**src/rtl/multicycle_ctrl_fsm_pkg.sv**
```systemverilog
// multicycle_pkg
// Shared definitions for the multicycle processor control FSM: state
// encodings, instruction op codes, datapath mux-select constants and the
// packed bundle of control strobes produced by the output decoder.
// Optional feature macro used by the files that import this package:
//   MULTICYCLE_MEM_WAIT_EN - memory handshake (mem_ready) stalls FETCH/MEMRD/MEMWR.
package multicycle_pkg;

  localparam int STATE_BITS = 4;

  // Codes 11..15 are unused and recover to S_FETCH.
  typedef enum logic [STATE_BITS-1:0] {
    S_FETCH    = 4'd0,
    S_DECODE   = 4'd1,
    S_MEMADR   = 4'd2,
    S_MEMRD    = 4'd3,
    S_MEMWB    = 4'd4,
    S_MEMWR    = 4'd5,
    S_EXECUTER = 4'd6,
    S_EXECUTEI = 4'd7,
    S_ALUWB    = 4'd8,
    S_BRANCH   = 4'd9,
    S_UNKNOWN  = 4'd10
  } state_t;

  // instr[27:26]
  localparam logic [1:0] OP_DP  = 2'b00;
  localparam logic [1:0] OP_MEM = 2'b01;
  localparam logic [1:0] OP_BR  = 2'b10;
  localparam logic [1:0] OP_ILL = 2'b11;

  // ALU source A select
  localparam logic [1:0] SRCA_REG    = 2'd0;
  localparam logic [1:0] SRCA_PC     = 2'd1;
  localparam logic [1:0] SRCA_ALUOUT = 2'd2;

  // ALU source B select
  localparam logic [1:0] SRCB_REG  = 2'd0;
  localparam logic [1:0] SRCB_IMM  = 2'd1;
  localparam logic [1:0] SRCB_FOUR = 2'd2;

  // Result bus select
  localparam logic [1:0] RES_ALUOUT    = 2'd0;
  localparam logic [1:0] RES_DATA      = 2'd1;
  localparam logic [1:0] RES_ALURESULT = 2'd2;

  typedef struct packed {
    logic       ir_write;
    logic       next_pc;
    logic       reg_w;
    logic       mem_w;
    logic       branch;
    logic       illegal;
    logic       alu_op;
    logic       adr_src;
    logic [1:0] alu_src_a;
    logic [1:0] alu_src_b;
    logic [1:0] result_src;
  } ctrl_out_t;

endpackage

```
**src/rtl/multicycle_ctrl_fsm_if.sv**
```systemverilog
// multicycle_ctrl_fsm_if
// Bundle between the control FSM and the datapath.
//   op, funct        : instruction fields (instr[27:26], instr[25:20])
//   mem_ready        : memory handshake, only with MULTICYCLE_MEM_WAIT_EN
//   ir_write..illegal: control strobes
//   alu_op, adr_src, alu_src_a, alu_src_b, result_src: mux selects
// master = control FSM, slave = datapath.
interface multicycle_ctrl_fsm_if;

  logic [1:0] op;
  logic [5:0] funct;
`ifdef MULTICYCLE_MEM_WAIT_EN
  logic       mem_ready;
`endif
  logic       ir_write;
  logic       next_pc;
  logic       reg_w;
  logic       mem_w;
  logic       branch;
  logic       alu_op;
  logic       adr_src;
  logic [1:0] alu_src_a;
  logic [1:0] alu_src_b;
  logic [1:0] result_src;
  logic       illegal;

  modport master (
    input  op, funct,
`ifdef MULTICYCLE_MEM_WAIT_EN
    input  mem_ready,
`endif
    output ir_write, next_pc, reg_w, mem_w, branch, alu_op, adr_src,
           alu_src_a, alu_src_b, result_src, illegal
  );

  modport slave (
    output op, funct,
`ifdef MULTICYCLE_MEM_WAIT_EN
    output mem_ready,
`endif
    input  ir_write, next_pc, reg_w, mem_w, branch, alu_op, adr_src,
           alu_src_a, alu_src_b, result_src, illegal
  );

endinterface

```
**src/rtl/multicycle_ctrl_fsm_out_dec.sv**
```systemverilog
// multicycle_ctrl_out_dec
// Purely combinational Moore output decode: registered state -> control
// strobes and mux selects.
//   state : current FSM state (in)
//   ctrl  : decoded control bundle (out)
// Unused state codes decode to all-zero so a corrupted state register
// cannot issue a write while it recovers.
module multicycle_ctrl_out_dec
  import multicycle_pkg::*;
(
  input  state_t    state,
  output ctrl_out_t ctrl
);

  // Everything defaults to 0; each state only lists what it drives.
  always_comb begin
    ctrl = '0;
    case (state)
      S_FETCH: begin
        ctrl.ir_write   = 1'b1;
        ctrl.next_pc    = 1'b1;
        ctrl.alu_src_a  = SRCA_PC;
        ctrl.alu_src_b  = SRCB_FOUR;
        ctrl.result_src = RES_ALURESULT;
      end
      S_DECODE: begin
        ctrl.alu_src_a  = SRCA_PC;
        ctrl.alu_src_b  = SRCB_FOUR;
        ctrl.result_src = RES_ALURESULT;
      end
      S_MEMADR: begin
        ctrl.alu_src_a  = SRCA_REG;
        ctrl.alu_src_b  = SRCB_IMM;
      end
      S_MEMRD: begin
        ctrl.adr_src    = 1'b1;
        ctrl.result_src = RES_ALUOUT;
      end
      S_MEMWB: begin
        ctrl.reg_w      = 1'b1;
        ctrl.result_src = RES_DATA;
      end
      S_MEMWR: begin
        ctrl.mem_w      = 1'b1;
        ctrl.adr_src    = 1'b1;
        ctrl.result_src = RES_ALUOUT;
      end
      S_EXECUTER: begin
        ctrl.alu_src_b  = SRCB_REG;
        ctrl.alu_op     = 1'b1;
      end
      S_EXECUTEI: begin
        ctrl.alu_src_b  = SRCB_IMM;
        ctrl.alu_op     = 1'b1;
      end
      S_ALUWB: begin
        ctrl.reg_w      = 1'b1;
        ctrl.result_src = RES_ALUOUT;
      end
      S_BRANCH: begin
        ctrl.branch     = 1'b1;
        ctrl.alu_src_b  = SRCB_IMM;
        ctrl.result_src = RES_ALURESULT;
      end
      S_UNKNOWN: begin
        ctrl.illegal    = 1'b1;
      end
      default: ctrl = '0;
    endcase
  end

endmodule

```
**src/rtl/multicycle_ctrl_fsm.sv**
```systemverilog
// multicycle_ctrl_fsm
// Main control state machine of the multicycle processor. Steps the shared
// datapath through fetch/decode/execute/memory/writeback, one step per clock.
//   clk     : system clock, rising edge
//   reset   : asynchronous reset, active low
//   bus     : multicycle_ctrl_fsm_if.master (instruction fields in, strobes out)
//   state_o : current state for debug
// Optional: MULTICYCLE_MEM_WAIT_EN adds bus.mem_ready; FETCH, MEMRD and MEMWR
// then hold until memory reports ready.
module multicycle_ctrl_fsm
  import multicycle_pkg::*;
#(
  parameter int STATE_W = 4
) (
  input  logic                   clk,
  input  logic                   reset,
  multicycle_ctrl_fsm_if.master  bus,
  output logic [STATE_W-1:0]     state_o
);

  state_t    state_q;
  state_t    state_d;
  ctrl_out_t ctrl;
  logic      mem_rdy;
  logic      unused_funct;

  // Only the immediate bit and the load/store bit steer the sequence.
  assign unused_funct = ^bus.funct[4:1];

`ifdef MULTICYCLE_MEM_WAIT_EN
  assign mem_rdy = bus.mem_ready;
`else
  assign mem_rdy = 1'b1;
`endif

  // State register; reset lands in FETCH so the first released edge fetches.
  always_ff @(posedge clk or negedge reset) begin
    if (!reset) state_q <= S_FETCH;
    else        state_q <= state_d;
  end

  // Next-state logic; op/funct come from the IR, which is stable from DECODE on.
  always_comb begin
    state_d = S_FETCH;
    case (state_q)
      S_FETCH:  state_d = mem_rdy ? S_DECODE : S_FETCH;
      S_DECODE: begin
        case (bus.op)
          OP_MEM:  state_d = S_MEMADR;
          OP_DP:   state_d = bus.funct[5] ? S_EXECUTEI : S_EXECUTER;
          OP_BR:   state_d = S_BRANCH;
          default: state_d = S_UNKNOWN;
        endcase
      end
      S_MEMADR:   state_d = bus.funct[0] ? S_MEMRD : S_MEMWR;
      S_MEMRD:    state_d = mem_rdy ? S_MEMWB : S_MEMRD;
      S_MEMWB:    state_d = S_FETCH;
      S_MEMWR:    state_d = mem_rdy ? S_FETCH : S_MEMWR;
      S_EXECUTER: state_d = S_ALUWB;
      S_EXECUTEI: state_d = S_ALUWB;
      default:    state_d = S_FETCH;
    endcase
  end

  multicycle_ctrl_out_dec u_out_dec (
    .state (state_q),
    .ctrl  (ctrl)
  );

  // Strobes are masked while reset is held: the state already reads FETCH,
  // but nothing may be written until reset is released.
  assign bus.ir_write   = ctrl.ir_write & reset;
  assign bus.next_pc    = ctrl.next_pc  & reset;
  assign bus.reg_w      = ctrl.reg_w    & reset;
  assign bus.mem_w      = ctrl.mem_w    & reset;
  assign bus.branch     = ctrl.branch   & reset;
  assign bus.illegal    = ctrl.illegal  & reset;
  assign bus.alu_op     = ctrl.alu_op;
  assign bus.adr_src    = ctrl.adr_src;
  assign bus.alu_src_a  = ctrl.alu_src_a;
  assign bus.alu_src_b  = ctrl.alu_src_b;
  assign bus.result_src = ctrl.result_src;

  assign state_o = STATE_W'(state_q);

endmodule

```
**src/flat_wrapper.sv**
```systemverilog
// flat-port wrapper written by rule: the top's interface ports become plain ports
module multicycle_ctrl_fsm_flat import multicycle_pkg::*;
#(
  parameter int STATE_W = 4
)
  (clk, reset, state_o, bus_op, bus_funct, bus_ir_write, bus_next_pc, bus_reg_w, bus_mem_w, bus_branch, bus_alu_op, bus_adr_src, bus_alu_src_a, bus_alu_src_b, bus_result_src, bus_illegal);
  multicycle_ctrl_fsm_if bus_i ();
  input  logic clk;
  input  logic reset;
  output logic [STATE_W-1:0] state_o;
  input wire logic [$bits(bus_i.op)-1:0] bus_op;
  input wire logic [$bits(bus_i.funct)-1:0] bus_funct;
  output wire logic [$bits(bus_i.ir_write)-1:0] bus_ir_write;
  output wire logic [$bits(bus_i.next_pc)-1:0] bus_next_pc;
  output wire logic [$bits(bus_i.reg_w)-1:0] bus_reg_w;
  output wire logic [$bits(bus_i.mem_w)-1:0] bus_mem_w;
  output wire logic [$bits(bus_i.branch)-1:0] bus_branch;
  output wire logic [$bits(bus_i.alu_op)-1:0] bus_alu_op;
  output wire logic [$bits(bus_i.adr_src)-1:0] bus_adr_src;
  output wire logic [$bits(bus_i.alu_src_a)-1:0] bus_alu_src_a;
  output wire logic [$bits(bus_i.alu_src_b)-1:0] bus_alu_src_b;
  output wire logic [$bits(bus_i.result_src)-1:0] bus_result_src;
  output wire logic [$bits(bus_i.illegal)-1:0] bus_illegal;
  assign bus_i.op = bus_op;
  assign bus_i.funct = bus_funct;
  assign bus_ir_write = bus_i.ir_write;
  assign bus_next_pc = bus_i.next_pc;
  assign bus_reg_w = bus_i.reg_w;
  assign bus_mem_w = bus_i.mem_w;
  assign bus_branch = bus_i.branch;
  assign bus_alu_op = bus_i.alu_op;
  assign bus_adr_src = bus_i.adr_src;
  assign bus_alu_src_a = bus_i.alu_src_a;
  assign bus_alu_src_b = bus_i.alu_src_b;
  assign bus_result_src = bus_i.result_src;
  assign bus_illegal = bus_i.illegal;
  multicycle_ctrl_fsm #(.STATE_W(STATE_W)) u_core (.clk(clk), .reset(reset), .bus(bus_i), .state_o(state_o));
endmodule
```
**config.mk**
```make
export PLATFORM = sky130hd
export DESIGN_NAME = multicycle_ctrl_fsm_flat
export DESIGN_NICKNAME = d
export VERILOG_FILES = /design/src/rtl/multicycle_ctrl_fsm_pkg.sv /design/src/rtl/multicycle_ctrl_fsm_if.sv /design/src/rtl/multicycle_ctrl_fsm_out_dec.sv /design/src/rtl/multicycle_ctrl_fsm.sv /design/src/flat_wrapper.sv
export SDC_FILE = /design/constraint.sdc
export NUM_CORES = 1
export LEC_CHECK = 0
export CORE_AREA = 2 2 39 41
export CTS_CLUSTER_DIAMETER = 100
export CTS_CLUSTER_SIZE = 30
export DETAILED_ROUTE_END_ITERATION = 10
export DIE_AREA = 0 0 41 43
export GPL_TIMING_DRIVEN = 0
export MAX_ROUTING_LAYER = met4
export PLACE_DENSITY = 0.67
export SLEW_MARGIN = 15
export SYNTH_ARGS = -nofsm -noshare
export SYNTH_HDL_FRONTEND = slang
export SYNTH_SLANG_ARGS = --single-unit
```
**constraint.sdc**
```tcl
create_clock -name clk -period 2.9 [get_ports clk]
set_clock_uncertainty 0.2 [all_clocks]
set_input_delay 0.435 -clock clk [delete_from_list [all_inputs] [get_ports clk]]
set_output_delay 0.435 -clock clk [all_outputs]
set_load 0.05 [all_outputs]
```
==> impl_metrics.yaml <==
run_status:
  status: "finished, final reports clean"
routing:
  routed_wl_um: 892
  drt_pass1_iterations: 2
  vias: 392
  drtIter0Drc: 1
  drc_errors: 0
  wl_per_cell_um: 10.0
  postRouteAntennaNets: 0
  via_per_inst: 4.40
hold_path:
  hp-class: "in2async"
clocking:
  cts_made_buffers: 3
  cts_hold_repair.buffers: 0
  htreeDepth: 1
  clockBufferDepth: 2
  cts-root-buf: "clkbuf_4"
  clk_pin_slew_worst_paths_ns: 0.04
  cts_tree: "built"
  clkSinkCount: 4
  postCtsSetupRepairBufs: 0
  clock_latency_ns: 0.23
floorplanning:
  std_cell_rows: 14
  chipWidth_um: 41
  io_pins: 28
  die_area_um2: 1760
  dieHeight_um: 43
  coreArea_um2: 1380
  start_util_pct: 25.9
timing:
  finalHoldViolCount: 0
  max_slew_margin_pct: 66.4
  tightest_slew_ns: 0.502
  maxSlewViolCount: 0
  post-route-period-util_pct: 93.8
  final-setup-viol-count: 0
  fmax_mhz: 367
  grt_setup_unrepaired: "false"
  period_minus_slack_ns: 2.72
final_layout:
  antenna_cells: 0
  final_layout_size_suffix_gt1_share_pct: 20.5
  finalInstanceArea_um2: 634
  largest_reg_flops: 4
  area_growth_pct: 77.3
  finalNetCount: 85
worst_setup_path:
  worstSetupEndpointType: "primary output"
  worstSetupPathType: "in2out"
  required_ns: 2.27
  critPathLaunch: "reset"
  critPathLaunchType: "primary input"
  cp.arrival_ns: 2.09
  cp_max_fo: 7
  reg2reg_from: "u_core.state_o[1]"
logic_synthesis:
  postSynthRegisterBits: 4
  synth_xor_area_share_pct: 4.90
  yosysSeqAreaShare_pct: 28.0
  synth.avg_cell_area_um2: 7.46
  muxShareOfSynthArea_pct: 0
  synth_top_family_by_area: "simple AND/OR/NAND/NOR gates"
  yosys.area_share.simple_pct: 35.0
  syn_nets: 58
  synthAdderAreaFrac_pct: 0
  synth_compound_area_share_pct: 15.7
  yosysWarnings: 0
  syn_area_um2: 358
  syn_inst: 48
  yosysUniqueCellTypes: 22
grt:
  grt_pass1_wl_um: 1370
  antenna_found_initial: 0
  overflow: 0
  first_global_vias: 364
  gr-usage-all-layers_pct: 11.6
  grt_start_max_net_pins: 11
place:
  dp_hpwl_um: 695
  place_area_um2: 608
  portBuffers: 22
  gp_congestion: 0.786
flow_run:
  maxCapViolations: 0
==> timing repair <==
item                       CTS  global route
pin swaps                    0             0
gates resized for setup      1             2
setup endpoints to repair    1             2
==> synth_stat cells <==
| library cell | number | area, µm² |
|---|---|---|
| nor2_1 | 6 | 22.5 |
| buf_4 | 5 | 37.5 |
| dfrtp_1 | 4 | 100 |
| nand2_1 | 4 | 15.0 |
| nor3_1 | 4 | 20.0 |
| nand2b_1 | 3 | 18.8 |
| nor2b_1 | 3 | 18.8 |
| a21oi_1 | 2 | 10.0 |
| buf_2 | 2 | 10.0 |
| nand3_1 | 2 | 10.0 |
| nor3_2 | 2 | 20.0 |
| a211oi_1 | 1 | 7.51 |
| a21boi_0 | 1 | 7.51 |
| a22oi_1 | 1 | 7.51 |
| conb_1 | 1 | 3.75 |
| inv_1 | 1 | 3.75 |
| inv_2 | 1 | 3.75 |
| o21ai_0 | 1 | 5.00 |
| o32a_1 | 1 | 10.0 |
| o32ai_1 | 1 | 8.76 |
| xnor2_1 | 1 | 8.76 |
| xor2_1 | 1 | 8.76 |
==> stage by stage <==
step	setup slack (ns)	std cells	util [%]	hold WS (ns)	setup TNS, ns
2_1_floorplan	0.0174	48	-	-0.0606	0
3_3_place_gp	-0.0394	86	43.9	0.422	-0.0394
3_5_place_dp	-0.0448	86	43.9	0.430	-0.0448
4_1_cts	0.0452	89	45.5	0.244	0
5_1_grt	0.0567	89	45.8	0.254	0
6_report	0.178	89	45.8	0.250	0
==> layout make-up <==
| class | count | area [µm²] |
|---|---|---|
| Inverter | 2 | 7.51 |
| Multi-Input combinational cell | 35 | 213 |
| Clock buffer | 3 | 22.5 |
| Tap cell | 16 | 20.0 |
| Fill cell | 166 | 749 |
| Timing Repair Buffer | 22 | 224 |
| Sequential cell | 4 | 100 |
| Buffer | 7 | 47.5 |
==> path summary, 6_finish.rpt <==
path                                      to  cells past startpoint  slack [ns]
max                                bus_mem_w                      4        0.18
min                        u_core.state_o[2]                      1        0.25
max reg2reg                u_core.state_o[1]                      4        1.61
min reg2reg                u_core.state_o[0]                      2        0.43
max in group asynchronous  u_core.state_o[0]                      1        2.02
min in group clk           u_core.state_o[0]                      2        0.43
==> critical path, stage by stage <==
cell             delay, ns
clkdlybuf4s50_1       0.63
nand2_1               0.12
nor2_1                0.10
clkdlybuf4s50_1       0.80
==> logic make-up (layout without fill, tap and decap cells) <==
kind of cell / count (synthesis) / in the layout
other: 1 / 1
AO/OA/AOI/OAI: 8 / 8
flip-flops: 4 / 4
buffers and inverters: 9 / 34
AND/OR/NAND/NOR: 24 / 24
XOR/XNOR: 2 / 2
==> routing by layer <==
metal	routed length, µm	up-vias	track usage [%]	share of wire (%)
met5	0	-	-	0
li1	-	207	-	-
met3	42	0	4.71	4.7
met1	417	172	14.0	47
met4	0	0	4.00	0
met2	432	13	16.9	48
==> layout by cell type, fill, tap and decap left out <==
cell / count
dlygate4sd2_1: 1
nor2_1: 6
a211oi_1: 1
nor2b_1: 3
nor3_1: 2
conb_1: 1
buf_4: 5
o21ai_0: 1
o32ai_1: 1
nand2b_1: 3
nor3_2: 4
clkdlybuf4s50_1: 19
a22oi_1: 1
inv_1: 1
dlymetal6s2s_1: 2
a21boi_0: 1
o32a_1: 1
clkbuf_4: 3
buf_2: 2
nand2_1: 4
xor2_1: 1
xnor2_1: 1
a21oi_1: 2
inv_2: 1
nand3_1: 2
dfrtp_1: 4
Power is left out: the tool's default activity adds up to more than one toggle a clock period on the data nets, which glitch-free logic cannot reach.
